`src/rtl/sram_readback_serializer.sv`:
```
// sram_readback_serializer
//   Read-back path of the SRAM test chip. It accepts one read request
//   (port, address) and issues a single read on the selected OpenRAM port.
//   It captures the returned word and shifts a {port, addr, data} frame out
//   serially, MSB first, towards the host side.
//
// Ports
//   clk_in, resetn          clock, asynchronous active-low reset
//   req_valid/req_ready     request handshake (ready only while idle)
//   req_port, req_addr      0 = port0 (R/W), 1 = port1 (RO); word address
//   csb0, web0, addr0       port0 chip select (low), write enable (tied high), address
//   dout0                   port0 read data
//   csb1, addr1, dout1      port1 chip select (low), address, read data
//   sout_data/valid/ready   serial frame bit with valid/ready handshake
//   sout_last               marks the final bit of the frame
module sram_readback_serializer #(
   parameter int DATA_W       = 32,
   parameter int ADDR_W       = 8,
   parameter int SRAM_LATENCY = 1
) (
   input  logic              clk_in,
   input  logic              resetn,
   input  logic              req_valid,
   output logic              req_ready,
   input  logic              req_port,
   input  logic [ADDR_W-1:0] req_addr,
   output logic              csb0,
   output logic              web0,
   output logic [ADDR_W-1:0] addr0,
   input  logic [DATA_W-1:0] dout0,
   output logic              csb1,
   output logic [ADDR_W-1:0] addr1,
   input  logic [DATA_W-1:0] dout1,
   output logic              sout_data,
   output logic              sout_valid,
   input  logic              sout_ready,
   output logic              sout_last
);

   localparam int FRAME_W = 1 + ADDR_W + DATA_W;
   localparam int LAT_W   = (SRAM_LATENCY < 1) ? 1 : $clog2(SRAM_LATENCY + 1);
   localparam int BIT_W   = $clog2(FRAME_W);

   generate
      if (SRAM_LATENCY < 1) begin : g_bad_latency
         $error("sram_readback_serializer: SRAM_LATENCY must be >= 1");
      end
   endgenerate

   typedef enum logic [1:0] {
      ST_IDLE,
      ST_ISSUE,
      ST_WAIT,
      ST_SHIFT
   } state_t;

   state_t             state, state_nxt;
   logic               port_q, port_nxt;
   logic [ADDR_W-1:0]  addr_q, addr_nxt;
   logic [LAT_W-1:0]   lat_cnt, lat_nxt;
   logic [BIT_W-1:0]   bit_cnt, bit_nxt;
   logic [FRAME_W-1:0] shreg, shreg_nxt;
   logic               csb0_nxt, csb1_nxt;
   logic [ADDR_W-1:0]  addr0_nxt, addr1_nxt;
   logic               req_ready_nxt, sout_valid_nxt, sout_data_nxt, sout_last_nxt;

   // Port0 is only ever read from this block.
   assign web0 = 1'b1;

   // Control state and all registered outputs; reset forces them back to idle.
   always_ff @(posedge clk_in or negedge resetn) begin
      if (!resetn) begin
         state      <= ST_IDLE;
         csb0       <= 1'b1;
         csb1       <= 1'b1;
         addr0      <= '0;
         addr1      <= '0;
         req_ready  <= 1'b1;
         sout_valid <= 1'b0;
         sout_data  <= 1'b0;
         sout_last  <= 1'b0;
      end else begin
         state      <= state_nxt;
         csb0       <= csb0_nxt;
         csb1       <= csb1_nxt;
         addr0      <= addr0_nxt;
         addr1      <= addr1_nxt;
         req_ready  <= req_ready_nxt;
         sout_valid <= sout_valid_nxt;
         sout_data  <= sout_data_nxt;
         sout_last  <= sout_last_nxt;
      end
   end

   // Datapath registers: always loaded before they are consumed, so no reset.
   always_ff @(posedge clk_in) begin
      port_q  <= port_nxt;
      addr_q  <= addr_nxt;
      lat_cnt <= lat_nxt;
      bit_cnt <= bit_nxt;
      shreg   <= shreg_nxt;
   end

   always_comb begin
      state_nxt = state;
      port_nxt  = port_q;
      addr_nxt  = addr_q;
      lat_nxt   = lat_cnt;
      bit_nxt   = bit_cnt;
      shreg_nxt = shreg;
      csb0_nxt  = 1'b1;
      csb1_nxt  = 1'b1;
      addr0_nxt = addr0;
      addr1_nxt = addr1;

      case (state)
         ST_IDLE: begin
            if (req_valid) begin
               port_nxt  = req_port;
               addr_nxt  = req_addr;
               state_nxt = ST_ISSUE;
               // Chip select and address go out registered, so the select
               // pulse lines up exactly with the ISSUE cycle.
               if (req_port) begin
                  csb1_nxt  = 1'b0;
                  addr1_nxt = req_addr;
               end else begin
                  csb0_nxt  = 1'b0;
                  addr0_nxt = req_addr;
               end
            end
         end
         ST_ISSUE: begin
            state_nxt = ST_WAIT;
            lat_nxt   = LAT_W'(SRAM_LATENCY - 1);
         end
         ST_WAIT: begin
            if (lat_cnt == '0) begin
               shreg_nxt = {port_q, addr_q, (port_q ? dout1 : dout0)};
               bit_nxt   = BIT_W'(FRAME_W - 1);
               state_nxt = ST_SHIFT;
            end else begin
               lat_nxt = lat_cnt - LAT_W'(1);
            end
         end
         ST_SHIFT: begin
            if (sout_valid && sout_ready) begin
               shreg_nxt = {shreg[FRAME_W-2:0], 1'b0};
               if (bit_cnt == '0) begin
                  state_nxt = ST_IDLE;
               end else begin
                  bit_nxt = bit_cnt - BIT_W'(1);
               end
            end
         end
         default: state_nxt = ST_IDLE;
      endcase

      // Outputs are precomputed from the next state so they can be registered
      // without adding a cycle of latency.
      req_ready_nxt  = (state_nxt == ST_IDLE);
      sout_valid_nxt = (state_nxt == ST_SHIFT);
      sout_data_nxt  = sout_valid_nxt & shreg_nxt[FRAME_W-1];
      sout_last_nxt  = sout_valid_nxt && (bit_nxt == '0);
   end

endmodule

```
`config.mk`:
```
export PLATFORM = sky130hd
export DESIGN_NAME = sram_readback_serializer
export DESIGN_NICKNAME = d
export VERILOG_FILES = /design/src/rtl/sram_readback_serializer.sv
export SDC_FILE = /design/constraint.sdc
export NUM_CORES = 1
export LEC_CHECK = 0
export CORE_ASPECT_RATIO = 1.5
export CORE_UTILIZATION = 45
export CTS_BUF_LIST = sky130_fd_sc_hd__clkbuf_4
export DETAILED_ROUTE_END_ITERATION = 8
export PLACE_DENSITY = 0.76
export SETUP_SLACK_MARGIN = 0.15
export SYNTH_ARGS = -nofsm -noshare
export SYNTH_HDL_FRONTEND = slang
export SYNTH_SLANG_ARGS = --single-unit
```
`constraint.sdc`:
```
create_clock -name clk_in -period 3.2 [get_ports clk_in]
set_input_delay 0.48 -clock clk_in [delete_from_list [all_inputs] [get_ports clk_in]]
set_output_delay 0.48 -clock clk_in [all_outputs]
set_load 0.01 [all_outputs]
```
-- After elaboration in Yosys (flattened, before gate mapping)
Cells that the tools add are included.
- flip-flop bits (word level): 81
- input bits: 77
- output and inout bits: 23
- word-level logic and storage cells: 58
- add/sub/neg operators: 2
- eq/ne operators: 6
- mux-type cells: 21
- bitwise gates (word level): 2
- reductions and logical operators: 12
- operators by type and width (operator ; count):
    $mux W41 ; 2
    $pmux W41 S2 ; 1
    $mux W32 ; 1
    $mux W6 ; 3
    $logic_not A6 Y1 ; 2
    $pmux W6 S2 ; 1
    $reduce_and A3 Y1 ; 3
    $mux W2 ; 4
    $pmux W2 S4 ; 1
    $mux W1 ; 7
    $eq A2 B2 Y1 const B ; 3
    $sub A6 B1 Y6 const B ; 1
    $logic_not A2 Y1 ; 2
    $ne A2 B2 Y1 const B ; 2
    $reduce_bool A2 Y1 ; 2
    $eq A2 B1 Y1 const B ; 1
    $logic_and A1 B1 Y1 ; 2
    $pmux W1 S2 ; 1
    $reduce_and A2 Y1 ; 1
    $and A1 B1 Y1 ; 1
    $not A1 Y1 ; 1
    $sub A1 B1 Y1 const B ; 1

-- Depth between registers and ports, before layout
Gate-level depths: netlist (run 1).
- depth in word-level cells: 6
- gate-level depth with buffers: 7
- mapped depth without buffers: 7

-- Worst setup path after synthesis (run 1)
OpenSTA, ideal clock, no wires.
- kind: register -> register
- start point: register state[1]
- end point: register shreg[0], enable pin
- library setup time: 0.394 ns
- data arrival time: 1.696 ns
- required time: 2.806 ns
- path slack: 1.110 ns
- cell stages (with the launch flop): 5
- buffers on the path: 2
- period minus slack after synthesis: 2.090 ns
- path through: dfrtp_1 -> clkbuf_1 -> clkbuf_1 -> nand2_1 -> inv_1
- longest elaborated chain between the ends: 3
- elaborated cells between the ends (all ways): 6
- classes of those cells: 4 x eq/ne; 2 x reduce/logical
- ends and longest elaborated chain (element ; line ; source):
    from (decl) ; 57 ; state_t state, state_nxt;
    from (signal assigned) ; 83 ; state <= state_nxt;
    $eq A2 B2 Y1 ; 116 ; case (state)
    $ne A2 B2 Y1 (no source line) / $reduce_bool A2 Y1 (equally long branches) ; -- ;
    $reduce_and A3 Y1 (no source line) (*) ; -- ;
    to (signal assigned) ; 101 ; shreg <= shreg_nxt;
    to (decl) ; 62 ; logic [FRAME_W-1:0] shreg, shreg_nxt;
Every way passes the cells marked *; elsewhere a longest branch is shown, timed or not.
A chain may end at the register's enable or synchronous reset.

-- Final worst setup path (run 1)
- start point: register state[1]
- end point: register sout_last
- elaborated cells between the ends (all ways): 13
- classes of those cells: 4 x eq/ne; 6 x mux; 3 x reduce/logical
- RTL lines (element ; line ; source):
    $eq A2 B2 Y1 ; 116 ;
    $pmux W6 S2 (*) ; 116 ;
    net bit_nxt[5] ; 61 ; logic [BIT_W-1:0] bit_cnt, bit_nxt;
    $logic_not A6 Y1 (*) ; 164 ; sout_last_nxt = sout_valid_nxt && (bit_nxt == '0);
    $logic_and A1 B1 Y1 (*) ; 164 ;
    net sout_last_nxt ; 65 ; logic req_ready_nxt, sout_valid_nxt, sout_data_nxt, sout_last_nxt;
    to (signal assigned) ; 91 ; sout_last <= sout_last_nxt;
    to (decl) ; 37 ; output logic sout_last
The timed path passes the listed nets; every way through them passes the cells marked *.

==> results of run 1 <==
==> per-layer routing <==
metal	wire length, microns	global-route usage, %	vias up
met3	640	4.364	10
li1	-	-	1218
met1	3022	23.68	1193
met2	3568	30.15	99
met4	142	9.434	0
met5	0	0	-
==> layout make-up <==
type                       instances  area share [%]
inverter                           9          0.7088
timing repair buffer             103           21.63
sequential                        80           46.50
clock buffer                       9           1.418
clock inverter                     7           1.313
tap                              102           2.678
multi-input combinational        176           25.75
==> power by group through the flow <==
stage	Clock (uW)	Sequential [uW]	Combinational, uW
2_1_floorplan	0	1710	609
3_3_place_gp	0	1760	939
3_5_place_dp	0	1770	960
4_1_cts	579	1740	972
5_1_grt	622	1790	1080
6_report	564	1740	959
==> cells in the mapped netlist (2+ instances only) <==
library cell and count:
nand4_1 2, o21ai_0 33, nor2_1 6, nor4b_1 2
mux2i_1 33, ha_1 2, or3_1 2, a22o_1 9
nand3_1 4, dfrtp_1 21, dfstp_2 3, buf_1 4
nand2_1 42, nand2b_1 2, edfxtp_1 49, o22ai_1 2
mux2_2 17, dfxtp_1 7, nor2b_1 4, clkbuf_1 12
inv_1 9
==> layout by cell type, fill, tap and decap left out, drive strengths merged, types with 7 or more instances in the layout <==
master / netlist / routed
dfrtp: 21 / 21
mux2i: 33 / 33
clkbuf: 12 / 9
inv: 9 / 9
edfxtp: 49 / 49
o21ai: 33 / 33
clkdlybuf4s50: 0 / 98
dfxtp: 7 / 7
a22o: 10 / 10
mux2: 17 / 17
nand2: 42 / 42
==> cells by family after synthesis <==
logic type	Yosys count	share of synthesized area [%]
other	1	0.1059
buffers and inverters	26	2.861
adders and majority gates	2	0.7064
and+or+nand+nor	71	9.820
AOI/OAI and AO/OA	51	8.972
xor gates and xnor gates	1	0.2473
DFF	80	62.56
muxes	50	14.73
==> through the flow <==
step	hold WS [ns]	power, uW	setup WS, ns	utilization, %	std cells
after floorplan	0.1844	2320	1.110	-	282
after global placement	0.4620	2701	0.6495	60.90	470
after detailed placement	0.4820	2728	0.6000	60.90	470
after CTS	0.3803	3295	0.9960	62.61	486
after global routing	0.4102	3491	0.7629	62.61	486
final	0.3953	3264	1.021	62.61	486
==> sequential cells by signal (all words and copies together), names as in the netlist <==
register and cells:
addr_q 8, csb0 1, bit_cnt 6, sout_last 1
port_q 1, csb1 1, addr1 8, sout_valid 1
req_ready 1, addr0 8, state 2, sout_data 1
shreg 41
==> worst paths after layout <==
path / start / to / slack [ns]
setup / recovery: state[1]$_DFF_PN0_ / sout_last$_DFF_PN0_ / 1.02
hold / removal: resetn / addr1[4]$_DFFE_PN0P_ / 0.40
setup reg to reg: state[1]$_DFF_PN0_ / sout_last$_DFF_PN0_ / 1.02
hold reg to reg: shreg[40]$_DFF_P_ / shreg[40]$_DFF_P_ / 0.51
max in group asynchronous: resetn / req_ready$_DFF_PN1_ / 2.51
min in group clk_in: shreg[40]$_DFF_P_ / shreg[40]$_DFF_P_ / 0.51
==> run summary, run 1 <==
Number of hold buffers added after cts = 0
Die X = 74.44 microns
CP required = 3.54 ns
Vias post-DR = 2520
Number of flops mapped to enable cells by yosys = 49
Cell area after placement = 4636 sq um
IO Count = 100
Die Ht = 110.7 microns
Hold Vio Cnt, Final = 0
Area leader, netlist = edfxtp_1
Vias in the first global route = 2547
Multi-input logic area = 1227 sq um
Share of the cycle needed by the critical path after routing = 68.10%
Total CTS buffers = 9
Sequential area share after synthesis = 62.56%
PwrDens = 685.0 nW/um^2
Core Area = 7612 sq um
Fraction of layout cells with a size suffix above 1 = 11.72%
Buf+Inv Stages, Crit Path = 0
Congestion Overflow GR = 0
Synth async-reset ratio = 30.00%
Routed WL = 7374 microns
Combinational Power Share = 29.4%
Detailed placement HPWL = 5228 microns
Cell area after synthesis = 3542 sq um
Cells after Synth = 282
Max Freq = 0.4589 GHz
R2r worst-path depth = 5
Lkg Pwr = 0.001893 uW
Sink Count = 80
Net Switching = 1027 uW
Clock power share = 17.3%
Final Setup Violations = 0
Seq pwr share = 53.3%
CP Data Arrival Time = 2.52 ns
Wire per inst = 15.17 microns
Area grow syn2layout = 34.55%
CTS Root Cell = clkbuf_4
CP endpoint kind = flip-flop
Startpoint types = flip-flop
FF+latch area = 2216 sq um
Seq cells post-synth = 80
Syn_area_per_cell = 12.56 sq um
Crit path max-delay family = simple AND/OR/NAND/NOR gates
Worst path max stage delay = 0.68 ns
Slowest cell on crit path = dfrtp_1
Syn_nets = 361
Crit Path Category = flip-flop to flip-flop
Worst path cell trace = nand2_1 -> nor4b_1 -> a221oi_2 -> or4_1 -> nor4_2
Crit path time final = 2.179 ns
Cts repair resizes = 0
Number of H-tree levels = 3
Max-cap check violation count = 0
Synth cell types = 38
DRC violations left = 0
DR vias/cell = 5.185
Clk_lat worst skew = 0.43 ns
Starting DRT DRC Count = 207
Clk buf depth = 2
Site Rows = 39
Slew Limit Fails = 0
Maximum VDD drop = 0.4238 mV
Share of Yosys cell area claimed by the top area cell type = 41.54%
Setup bufs post-CTS = 0
Filler Cells Inserted = 655
GP Congestion = 0.8248
Critical path fanouts, max = 17
Initial core utilization = 46.53%
ANT cells = 0
Switching share of power = 31.45%
Ys flop type = edfxtp_1
RSZ-0062 raised after global routing = no
Final antenna-violating net count = 0
Initial antenna violation count = 0
Tot GR Track Use = 18.94%
Internal Pwr Total = 2238 uW
Status = finished, final reports clean
YS warnings = 0
Ranking of synthesized cells by area = edfxtp_1, dfrtp_1, mux2i_1, mux2_2, o21ai_0
Hold Path Class = primary input to async pin
Setup Skew = 0.01655 ns
Fin Setup TNS = 0 ns
Final instance area = 4766 sq um
WP depth = 5
Worst-Margin Slew = 0.7440 ns
Slew HR = 50.22%
Count of input and output buffers = 98
TritonCTS clock tree = built
First-pass DRT Iterations = 4
Nets = 458
Die area = 8238 sq um
First-pass GRT wire length = 11740 microns
Clk slew on worst S/H paths = 0.12 ns
Largest net degree at the start of global routing = 41
No activity file was read; power rests on OpenSTA's default activity.
==> run 2, diff against run 1 <==
--- a/config.mk
+++ b/config.mk
@@ -9,7 +9,7 @@
 export CORE_UTILIZATION = 45
 export CTS_BUF_LIST = sky130_fd_sc_hd__clkbuf_4
 export DETAILED_ROUTE_END_ITERATION = 8
-export PLACE_DENSITY = 0.76
+export PLACE_DENSITY = 0.79
 export SETUP_SLACK_MARGIN = 0.15
 export SYNTH_ARGS = -nofsm -noshare
 export SYNTH_HDL_FRONTEND = slang
==> constraint.sdc (replaced) <==
create_clock -name clk_in -period 1.9 [get_ports clk_in]
set_input_delay 0.285 -clock clk_in [delete_from_list [all_inputs] [get_ports clk_in]]
set_output_delay 0.285 -clock clk_in [all_outputs]
set_load 0.01 [all_outputs]
==> run summary, run 2 (synthesis gave the netlist of run 1 again) <==
Max Freq = 0.5152 GHz
Die Ht = 110.7 microns
Nets = 474
Status = complete, but fails checks
Max-cap check violation count = 0
Most common cell after layout, fill and taps aside = clkdlybuf4s50_1
Fin Setup TNS = -0.04104 ns
Most frequent cells in the layout = clkdlybuf4s50_1, edfxtp_1, nand2_1, mux2i_1, o21ai_0
Final Setup Violations = 1
Congestion Overflow GR = 0
Fin worst setup slack = -0.04104 ns
TritonCTS clock tree = built
Lkg Pwr = 0.001991 uW
Slowest cell on crit path = or4_4
Initial antenna violation count = 0
Largest net degree at the start of global routing = 40
DRC violations left = 0
Final hold slack = 0.2083 ns
Count of input and output buffers = 98
Starting DRT DRC Count = 123
Detailed placement HPWL = 5829 microns
Wire per inst = 15.72 microns
Worst-Margin Slew = 0.5637 ns
Failing checks = setup timing
Share of the cycle needed by the critical path after routing = 102.2%
DR vias/cell = 5.165
Critical path fanouts, max = 5
Clk buf depth = 2
CP required = 2.25 ns
Vias post-DR = 2593
Slew Limit Fails = 0
Initial core utilization = 46.53%
Startpoint types = flip-flop
Vias in the first global route = 2769
Number of hold buffers added after cts = 0
First-pass GRT wire length = 12540 microns
Site Rows = 39
Maximum VDD drop = 0.7123 mV
Hold Vio Cnt, Final = 0
Sink Count = 80
Crit Path Category = flip-flop to flip-flop
First-pass DRT Iterations = 4
Number of H-tree levels = 3
Clk slew on worst S/H paths = 0.12 ns
Worst path max stage delay = 0.53 ns
ANT cells = 0
Hold Path Class = primary input to async pin
Pre-CTS WS = -0.1214 ns
CP endpoint kind = flip-flop
CP Data Arrival Time = 2.29 ns
R2r worst-path depth = 7
Largest register FFs = 41
Tot GR Track Use = 20.36%
RSZ-0062 raised after global routing = yes
Die X = 74.44 microns
Routed WL = 7892 microns
Crit path time final = 1.941 ns
Design Power = 5853 uW
Clk_lat worst skew = 0.43 ns
Final antenna-violating net count = 0
PwrDens = 1179 nW/um^2
IO Count = 100
Setup Skew = 0.01554 ns
Reg2reg setup slack = -0.04 ns
CTS Root Cell = clkbuf_4
Area grow syn2layout = 40.13%
Fraction of layout cells with a size suffix above 1 = 17.50%
Core Area = 7612 sq um
Total CTS buffers = 9
Most flops, register = shreg
Util after Layout = 65.20%
GP Congestion = 0.7857
Slew HR = 61.94%
Worst path cell trace = inv_2 -> ha_1 -> or4b_4 -> nand4_1 -> o31ai_2 -> or4_4 -> nor4_2
Die area = 8238 sq um
[run 2: what timing repair did]
action                                  CTS  global route
pin swaps                                 1             0
setup buffers                             0             0
resized for setup                         3             6
endpoints found under the hold margin     0             0
cloned                                    0             0
endpoints found under the setup margin    5             7
[run 2: cell type report]
cell class	count	area, sq um
clock buffer	9	67.56
clock inverter	7	62.56
fill	623	2649
inverter	9	37.54
multi-input combinational	176	1250
sequential	80	2218
tap	102	127.6
timing repair buffer	119	1200
[run 2: stage by stage]
| step | cells | cell area (sq um) |
|---|---|---|
| floorplan | 282 | 3550 |
| global placement | 486 | 4812 |
| detailed placement | 486 | 4812 |
| CTS | 502 | 4938 |
| global route | 502 | 4964 |
| finish | 502 | 4964 |
[run 2: worst max-delay path, delay by kind of cell (launching register included)]
family,cells,cell delay (ns)
adder cells (fa/ha/maj),1,0.12
AO/OA/AOI/OAI,1,0.07
AND/OR/NAND/NOR,4,1.27
buffers and inverters,1,0.05
flip-flops,1,0.34
[run 2: metal layers]
layer | share of wire, % | wire length [microns] | track usage (%) | vias to the layer above
li1 | - | - | - | 1256
met2 | 51 | 3988 | 35.26 | 87
met4 | 1.7 | 138 | 8.176 | 0
met5 | 0 | 0 | 0 | -
met3 | 7.4 | 581 | 6.091 | 11
met1 | 40 | 3183 | 22.53 | 1239
[run 2: power breakdown]
group / leakage, uW / switching (uW) / internal [uW]
sequential: 0.000841 / 226 / 2640
combinational: 0.00108 / 1040 / 995
clock: 0.0000684 / 561 / 388
[run 2: path summary, 6_finish.rpt]
kind | endpoint | startpoint
min | addr0[3]$_DFFE_PN0P_ | resetn
min in group clk_in | port_q$_DFFE_PP_ | req_port
max | sout_last$_DFF_PN0_ | bit_cnt[1]$_DFF_P_
min reg2reg | shreg[40]$_DFF_P_ | shreg[40]$_DFF_P_
max in group asynchronous | req_ready$_DFF_PN1_ | resetn
max reg2reg | sout_last$_DFF_PN0_ | bit_cnt[1]$_DFF_P_
